## src/rtl/shift_pkg.sv

```systemverilog
// Shared types for the multi-cycle shift engine: opcodes, FSM states and
// the shift-amount width helper.
package shift_pkg;

  typedef enum logic [2:0] {
    SH_NOP  = 3'd0,
    SH_LOAD = 3'd1,
    SH_LSL  = 3'd2,
    SH_LSR  = 3'd3,
    SH_ASR  = 3'd4,
    SH_ROL  = 3'd5,
    SH_ROR  = 3'd6,
    SH_RSVD = 3'd7
  } op_t;

  typedef enum logic {
    IDLE = 1'b0,
    RUN  = 1'b1
  } state_t;

  function automatic int sh_amt_w(input int width);
    return $clog2(width);
  endfunction

endpackage

```

## src/rtl/shift_step.sv

```systemverilog
// One combinational shift/rotate step of 0..STEP positions, built as a
// binary-weighted mux tree; also reports the last bit shifted/rotated out.
module shift_step
  import shift_pkg::*;
#(
  parameter int WIDTH = 32,
  parameter int STEP  = 4
) (
  input  logic [WIDTH-1:0]        d,
  input  logic [2:0]              op,
  input  logic [$clog2(STEP):0]   k,
  output logic [WIDTH-1:0]        q,
  output logic                    out_bit
);

  localparam int KW = $clog2(STEP) + 1;
  localparam int AW = sh_amt_w(WIDTH);

  function automatic logic [WIDTH-1:0] shift_by(input logic [WIDTH-1:0] v,
                                                input logic [2:0]       o,
                                                input int               amt);
    case (o)
      SH_LSL:  return v << amt;
      SH_LSR:  return v >> amt;
      SH_ASR:  return $signed(v) >>> amt;
      SH_ROL:  return (v << amt) | (v >> (WIDTH - amt));
      SH_ROR:  return (v >> amt) | (v << (WIDTH - amt));
      default: return v;
    endcase
  endfunction

  logic [KW:0][WIDTH-1:0] stage;

  assign stage[0] = d;

  // mux tree: stage g conditionally moves the word by 2**g positions
  for (genvar g = 0; g < KW; g++) begin : g_stage
    assign stage[g+1] = k[g] ? shift_by(stage[g], op, 1 << g) : stage[g];
  end

  assign q = stage[KW];

  logic [AW-1:0] lsl_idx;
  logic [AW-1:0] rsh_idx;

  assign lsl_idx = AW'(WIDTH - int'(k));
  assign rsh_idx = AW'(int'(k) - 1);

  always_comb begin
    out_bit = 1'b0;
    if (k != '0) begin
      case (op)
        SH_LSL:         out_bit = d[lsl_idx];
        SH_LSR, SH_ASR: out_bit = d[rsh_idx];
        SH_ROL:         out_bit = q[0];
        SH_ROR:         out_bit = q[WIDTH-1];
        default:        out_bit = 1'b0;
      endcase
    end
  end

endmodule

```

## src/rtl/shift_engine.sv

```systemverilog
// Multi-cycle shift/rotate register with start/busy/done handshake.
// Optional carry output enabled by defining SHIFT_ENGINE_CARRY_EN.
module shift_engine
  import shift_pkg::*;
#(
  parameter int WIDTH = 32,
  parameter int STEP  = 4
) (
  input  logic                        clk,
  input  logic                        reset_n,
  input  logic                        start,
  input  logic [2:0]                  op,
  input  logic [sh_amt_w(WIDTH)-1:0]  shamt,
  input  logic [WIDTH-1:0]            d_in,
  output logic [WIDTH-1:0]            d_out,
  output logic                        busy,
  output logic                        done
`ifdef SHIFT_ENGINE_CARRY_EN
  ,
  output logic                        carry
`endif
);

  localparam int AW = sh_amt_w(WIDTH);
  localparam int KW = $clog2(STEP) + 1;

  state_t        state;
  logic [AW-1:0] rem;
  logic [2:0]    op_r;

  logic [2:0]       op_cur;
  logic [AW-1:0]    amt_cur;
  logic [KW-1:0]    k;
  logic [AW-1:0]    rem_next;
  logic             is_shift;
  logic             accept;
  logic             load_cmd;
  logic             step_en;
  logic [WIDTH-1:0] step_q;
  logic             step_bit;

  // In IDLE the step is driven straight from the command inputs so the
  // first step lands on the accept edge; in RUN from the latched command.
  assign op_cur   = (state == RUN) ? op_r : op;
  assign amt_cur  = (state == RUN) ? rem  : shamt;
  assign k        = (amt_cur > AW'(STEP)) ? KW'(STEP) : KW'(amt_cur);
  assign rem_next = amt_cur - AW'(k);
  assign is_shift = (op_cur >= SH_LSL) && (op_cur <= SH_ROR);

  assign accept   = (state == IDLE) && start;
  assign load_cmd = accept && (op == SH_LOAD);
  assign step_en  = (state == RUN) || (accept && is_shift && (shamt != '0));

  shift_step #(
    .WIDTH (WIDTH),
    .STEP  (STEP)
  ) u_step (
    .d       (d_out),
    .op      (op_cur),
    .k       (k),
    .q       (step_q),
    .out_bit (step_bit)
  );

  always_ff @(posedge clk or negedge reset_n) begin
    if (!reset_n) begin
      state <= IDLE;
      d_out <= '0;
      rem   <= '0;
      op_r  <= SH_NOP;
      busy  <= 1'b0;
      done  <= 1'b0;
    end else begin
      done <= 1'b0;
      case (state)
        IDLE: begin
          if (start) begin
            op_r <= op;
            if (load_cmd) begin
              d_out <= d_in;
            end else if (step_en) begin
              d_out <= step_q;
            end
            if (step_en && (rem_next != '0)) begin
              rem   <= rem_next;
              state <= RUN;
              busy  <= 1'b1;
            end else begin
              rem  <= '0;
              done <= 1'b1;
            end
          end
        end
        RUN: begin
          d_out <= step_q;
          rem   <= rem_next;
          if (rem_next == '0) begin
            state <= IDLE;
            busy  <= 1'b0;
            done  <= 1'b1;
          end
        end
        default: state <= IDLE;
      endcase
    end
  end

`ifdef SHIFT_ENGINE_CARRY_EN
  // LOAD clears the flag; commands that do not move the word leave it alone.
  always_ff @(posedge clk or negedge reset_n) begin
    if (!reset_n) begin
      carry <= 1'b0;
    end else if (load_cmd) begin
      carry <= 1'b0;
    end else if (step_en) begin
      carry <= step_bit;
    end
  end
`else
  logic unused_step_bit;
  assign unused_step_bit = step_bit;
`endif

endmodule

```

## config.mk

```make
export PLATFORM = sky130hd
export DESIGN_NAME = shift_engine
export DESIGN_NICKNAME = d
export VERILOG_FILES = /design/src/rtl/shift_pkg.sv /design/src/rtl/shift_step.sv /design/src/rtl/shift_engine.sv
export SDC_FILE = /design/constraint.sdc
export NUM_CORES = 1
export LEC_CHECK = 0
export CAP_MARGIN = 40
export CORE_UTILIZATION = 44
export DETAILED_ROUTE_END_ITERATION = 7
export DONT_BUFFER_PORTS = 1
export PLACE_DENSITY = 0.6
export SLEW_MARGIN = 20
export SYNTH_ARGS = -nofsm -noshare
export SYNTH_HDL_FRONTEND = slang
export SYNTH_HIERARCHICAL = 1
export SYNTH_SLANG_ARGS = --single-unit
```

## constraint.sdc

```tcl
create_clock -name clk -period 6.38 [get_ports clk]
set_input_delay 1.914 -clock clk [delete_from_list [all_inputs] [get_ports clk]]
set_output_delay 1.914 -clock clk [all_outputs]
set_load 0.02 [all_outputs]
```

==> results of run 1 <==
[stage by stage]
step                      worst slack, ps  util (%)  hold WS [ps]  area, µm²
after floorplan                      1970         -           466       5420
after global placement               1200      44.7           483       5370
after detailed placement             1160      45.0           487       5410
after CTS                            1470      46.5           503       5580
after global routing                 1310      46.6           512       5590
final                                1480      46.6           500       5590
[layout by cell type (no fill, tap or decap), types with 4 or more instances in the layout]
cell type,count
a2bb2oi_1,4
o221ai_1,12
and2_1,4
a22oi_1,19
a221oi_1,8
buf_4,21
a311oi_1,4
o22ai_1,10
o21ai_0,63
and3_1,6
a21boi_0,16
nor3_1,11
nor2b_1,7
nand4b_1,7
a21oi_1,63
o21a_1,4
dfrtp_1,43
mux2i_1,37
a22o_1,13
nand3b_1,8
clkbuf_16,5
nand3_1,15
o31ai_1,6
nor2_1,66
a21o_1,6
a211oi_1,8
mux2_2,8
nand2_1,57
a31oi_1,11
inv_1,7
a32oi_1,11
a221o_1,20
o211ai_1,17
[routing by layer]
metal	vias to the layer above	wire, µm
met1	2902	8640
li1	2697	-
met2	465	9120
met4	0	1010
met5	-	0
met3	80	2250
[critical path, stage by stage]
cell and delay [ps]:
mux2_2 610, nand3b_1 420, nand2_1 360, a22oi_1 400, o21ai_0 120, a211oi_1 730, o221ai_1 240, mux2i_1 170
a21oi_1 80
[layout make-up]
type	instances	area (µm²)	share of cell area, %
Clock inverter	3	47.5	0.850
Multi-Input combinational cell	589	3930	70.3
Tap cell	147	184	3.29
Timing Repair Buffer	24	195	3.49
Sequential cell	43	1080	19.2
Inverter	9	33.8	0.604
Clock buffer	5	125	2.24
[power by group through the flow]
stage	Combinational [µW]	Clock, µW	Sequential [µW]
final	2570	314	764
after global routing	2740	328	791
after CTS	2470	322	762
after detailed placement	2460	0	769
after global placement	2440	0	770
after floorplan	1980	0	624
[sequential cells by signal, indices dropped and copies added (netlist names)]
signal  flops
busy        1
rem         5
d_out      32
op_r        3
state       1
done        1
[path summary, 6_finish.rpt]
check                                  to  slack [ps]  depth (start not counted)
worst max-delay path            d_out[14]        1480                          9
worst min-delay path              op_r[0]         500                          1
worst max register to register  d_out[14]        2050                          9
worst min register to register    op_r[0]         500                          1
max in group asynchronous        d_out[6]        4950                          0
min in group asynchronous        d_out[5]        1300                          0
==> flow_metrics.tcl, run 1 <==
set metrics [dict create \
    status "complete, no violations" \
    tritoncts "yes" \
    finalClockSkew_ps 10.0 \
    cts_setup_buffers 0 \
    placed_cells 811 \
    synthCells 712 \
    die_area_um2 12800 \
    p_clk_share_pct 8.6 \
    drt_iter0_markers 899 \
    cp_max_fo 38 \
    vias_per_cell 7.49 \
    p_leak_uw 0.00201 \
    cp.required_ps 6550 \
    p_comb_share_pct 70.5 \
    drt_pass1_iterations 5 \
    ios 77 \
    syn_nets 756 \
    cp.arrival_ps 5070 \
    gp_congestion 0.993 \
    grt_max_degree 46 \
    rsz0062_at_grt "false" \
    path_class "in2reg" \
    crit_start "op[2]" \
    use_met2_pct 48.9 \
    period_share_pct 76.8 \
    cts.sinks 43 \
    hold_buffers 0 \
    cts_buffers 5 \
    vias 6144 \
    switchingPower_uw 2080 \
    nets 716 \
    setup_viol 0 \
    cts_resized 0 \
    drive_above_1_share_pct 10.4 \
    max_freq_ghz 0.204 \
    die_h_um 113 \
    area_growth_pct 3.21 \
    fin_cells 820 \
    start_util_pct 45.1 \
    die_w_um 113 \
    ys_warn_count 6 \
    slew_violations 0 \
    power_uw 3650 \
    max-cap-violations 0 \
    rr_startpoint "state" \
    antennaDiodeCount 0 \
    synth_area_um2 5420 \
    avgSynthCellArea_um2 7.61 \
    swShare_pct 57.1 \
    worstSetupEndpointType "register" \
    clock_path_buffers 2 \
    fillers 1236 \
    groute.layer.met3.usage_pct 6.37 \
    period_minus_slack_ps 4900 \
    fin_setup_tns_ps 0 \
    seqPwrFrac_pct 20.9 \
    track_usage_pct 33.3 \
    grt_pass1_wl_um 33300 \
    ant_nets 0 \
    min_from "op_r[0]" \
    portBuffers 0 \
    drt_wl_total_um 21000 \
    cp-start-kind "input port" \
    hold_path_class "reg2reg" \
    grt_pass1_vias 5770 \
    tightest_slew_ps 837 \
    worstSkewPairLatency_ps 310 \
    rows 40 \
    core_um2 12000 \
    drc_errors 0 \
    dp_hpwl_um 15000 \
    p_per_area_nw_per_um2 653 \
    cts_htree_levels 2 \
    clk_pin_slew_ps 70 \
    vdd_drop_max_mv 0.355 \
    antenna_found_initial 0 \
    grt_overflow_total 0 \
    p_int_uw 1570 \
    cts-root-buf "clkbuf_16" \
    wl_per_cell_um 25.6 \
    gr-usage-met1_pct 46.1 \
    hold_viol 0 \
    slew_headroom_pct 43.9 \
    grt-busiest-layer "met2" \
]
No activity file was read; power rests on OpenSTA's default activity.
==> inputs of run 2 (changes only) <==
--- a/config.mk
+++ b/config.mk
@@ -9,7 +9,7 @@
 export CORE_UTILIZATION = 44
 export DETAILED_ROUTE_END_ITERATION = 7
 export DONT_BUFFER_PORTS = 1
-export PLACE_DENSITY = 0.6
+export PLACE_DENSITY = 0.62
 export SLEW_MARGIN = 20
 export SYNTH_ARGS = -nofsm -noshare
 export SYNTH_HDL_FRONTEND = slang
==> constraint.sdc (replaced) <==
create_clock -name clk -period 4.1 [get_ports clk]
set_input_delay 1.23 -clock clk [delete_from_list [all_inputs] [get_ports clk]]
set_output_delay 1.23 -clock clk [all_outputs]
set_load 0.02 [all_outputs]
==> run 2 against run 1 <==
- first-iteration DRC count down 6.2%
- flip-flop and latch count is the same
- global-route usage is 1.8 points higher
- cell area up 6.8%
- critical path depth rose by 4
- combinational power is 75% higher
- clock power is 39% higher
- sequential power grew 56%
- via count grew 1.6%
- die area unchanged
- count of clock-buffer cells in the layout is 2 higher
- critical endpoint is now d_out[2]
- largest cell class unchanged
- highest routed layer unchanged
==> flow_metrics.tcl, run 2 (same netlist as run 1, synthesis figures left out) <==
set metrics [dict create \
    die_w_um 113 \
    clk_pin_slew_ps 70 \
    min_from "op_r[2]" \
    cpMostUsedCell "buf_4" \
    nets 762 \
    grt_max_degree 44 \
    cp_max_fo 12 \
    p_leak_uw 0.00223 \
    antennaDiodeCount 0 \
    track_usage_pct 35.1 \
    tritoncts "yes" \
    groute.layer.met3.usage_pct 7.87 \
    worst-path-buf-inv 2 \
    core_um2 12000 \
    antenna_found_initial 0 \
    cp-start-kind "input port" \
    crit_chain "nor3_1, o21ai_1, nor2_2, o21a_1, nand2_2, buf_4, a32oi_1, o211ai_1, o21ai_0, a31oi_1, buf_4, mux2i_1, a21oi_1" \
    reg_top3 "d_out x32, rem x5, op_r x3" \
    power_uw 6120 \
    worstSetupEndpointType "register" \
    area_growth_pct 10.2 \
    wl_per_cell_um 25.6 \
    cts_setup_buffers 0 \
    cts_resized 0 \
    start_util_pct 45.1 \
    dp_hpwl_um 16400 \
    largest-register "d_out" \
    drt_iter0_markers 843 \
    period_share_pct 93.5 \
    drc_errors 0 \
    die_h_um 113 \
    fin_cells 866 \
    slowest_stage "o21ai_0" \
    r2r_slack_ps 400 \
    rows 40 \
    drt_pass1_iterations 5 \
    drive_above_1_share_pct 16.1 \
    ant_nets 0 \
    path_class "in2reg" \
    period_minus_slack_ps 3830 \
    use_met2_pct 53.5 \
    fin_setup_tns_ps 0 \
    grt-busiest-layer "met2" \
    rr_startpoint "state" \
    vias 6243 \
    hold_path_class "reg2reg" \
    hold_viol 0 \
    die_area_um2 12800 \
    max-cap-violations 0 \
    tightest_slew_ps 743 \
    cts_htree_levels 2 \
    portBuffers 0 \
    cp.arrival_ps 4000 \
    hold_buffers 0 \
    vdd_drop_max_mv 0.426 \
    slew_violations 0 \
    grt_overflow_total 0 \
    layout_common_cells "nor2_1, buf_4, a21oi_1, o21ai_0, nand2_1" \
    ios 77 \
    crit_family "compound AO/OA/AOI/OAI gates" \
    cts.sinks 43 \
    placed_cells 858 \
    post-route-util_pct 49.7 \
    crit_start "shamt[3]" \
    gr-usage-met1_pct 47.2 \
    worstSkewPairLatency_ps 300 \
    grt_pass1_vias 5887 \
    vias_per_cell 7.21 \
    cts-root-buf "clkbuf_16" \
    finalClockSkew_ps 6.50 \
    setup_viol 0 \
    final_common_cell "nor2_1" \
    grt_pass1_wl_um 34400 \
    cts_buffers 5 \
    largest_reg_flops 32 \
    p_per_area_nw_per_um2 1020 \
    clock_path_buffers 2 \
    max_freq_ghz 0.261 \
    slew_headroom_pct 50.4 \
    status "complete, no violations" \
    drt_wl_total_um 22200 \
    rsz0062_at_grt "false" \
    cp.required_ps 4270 \
    gp_congestion 0.990 \
    slowest_delay_ps 440 \
]
run 2: stage by stage:
| stage | cell area [µm²] | hold slack, ps | setup slack [ps] |
|---|---|---|---|
| finish | 5970 | 498 | 267 |
| global route | 5970 | 521 | 115 |
| CTS | 5970 | 502 | 404 |
| detailed placement | 5810 | 487 | 96.1 |
| global placement | 5810 | 482 | 113 |
| floorplan | 5420 | 466 | 373 |
run 2: worst reg2reg max path, stage by stage, from the launching register on:
cell	delay, ps
dfrtp_1	660
mux2_2	520
buf_4	210
nand3_1	180
nand2_2	240
buf_4	240
a32oi_1	400
o211ai_1	190
o21ai_0	440
a31oi_1	150
buf_4	150
mux2i_1	110
a21oi_1	80
run 2: final cells by class:
class                   count  area, µm²
clock inverters             1       7.51
flip-flops and latches     43       1080
multi-input cells         589       3930
well taps                 147        184
clock buffers               7        153
repair buffers             70        588
inverters                   9       33.8
fillers                  1223       6040
run 2: report_power, final:
group / switching [µW] / internal (µW) / total, µW
Combinational: 2630 / 1860 / 4490
Sequential: 573 / 618 / 1190
Clock: 179 / 259 / 438
Total: 3380 / 2740 / 6120
run 2: final timing paths:
check | to | depth (start not counted)
max in group asynchronous | op_r[0] | 0
worst max register to register | d_out[2] | 12
worst max-delay path | d_out[2] | 13
worst min-delay path | op_r[2] | 1
min in group asynchronous | d_out[3] | 0
worst min register to register | op_r[2] | 1
run 2: routing by layer:
layer	up-vias	wire length (µm)
met1	2973	9300
met2	405	9610
met5	-	0
li1	2801	-
met4	0	991
met3	64	2300
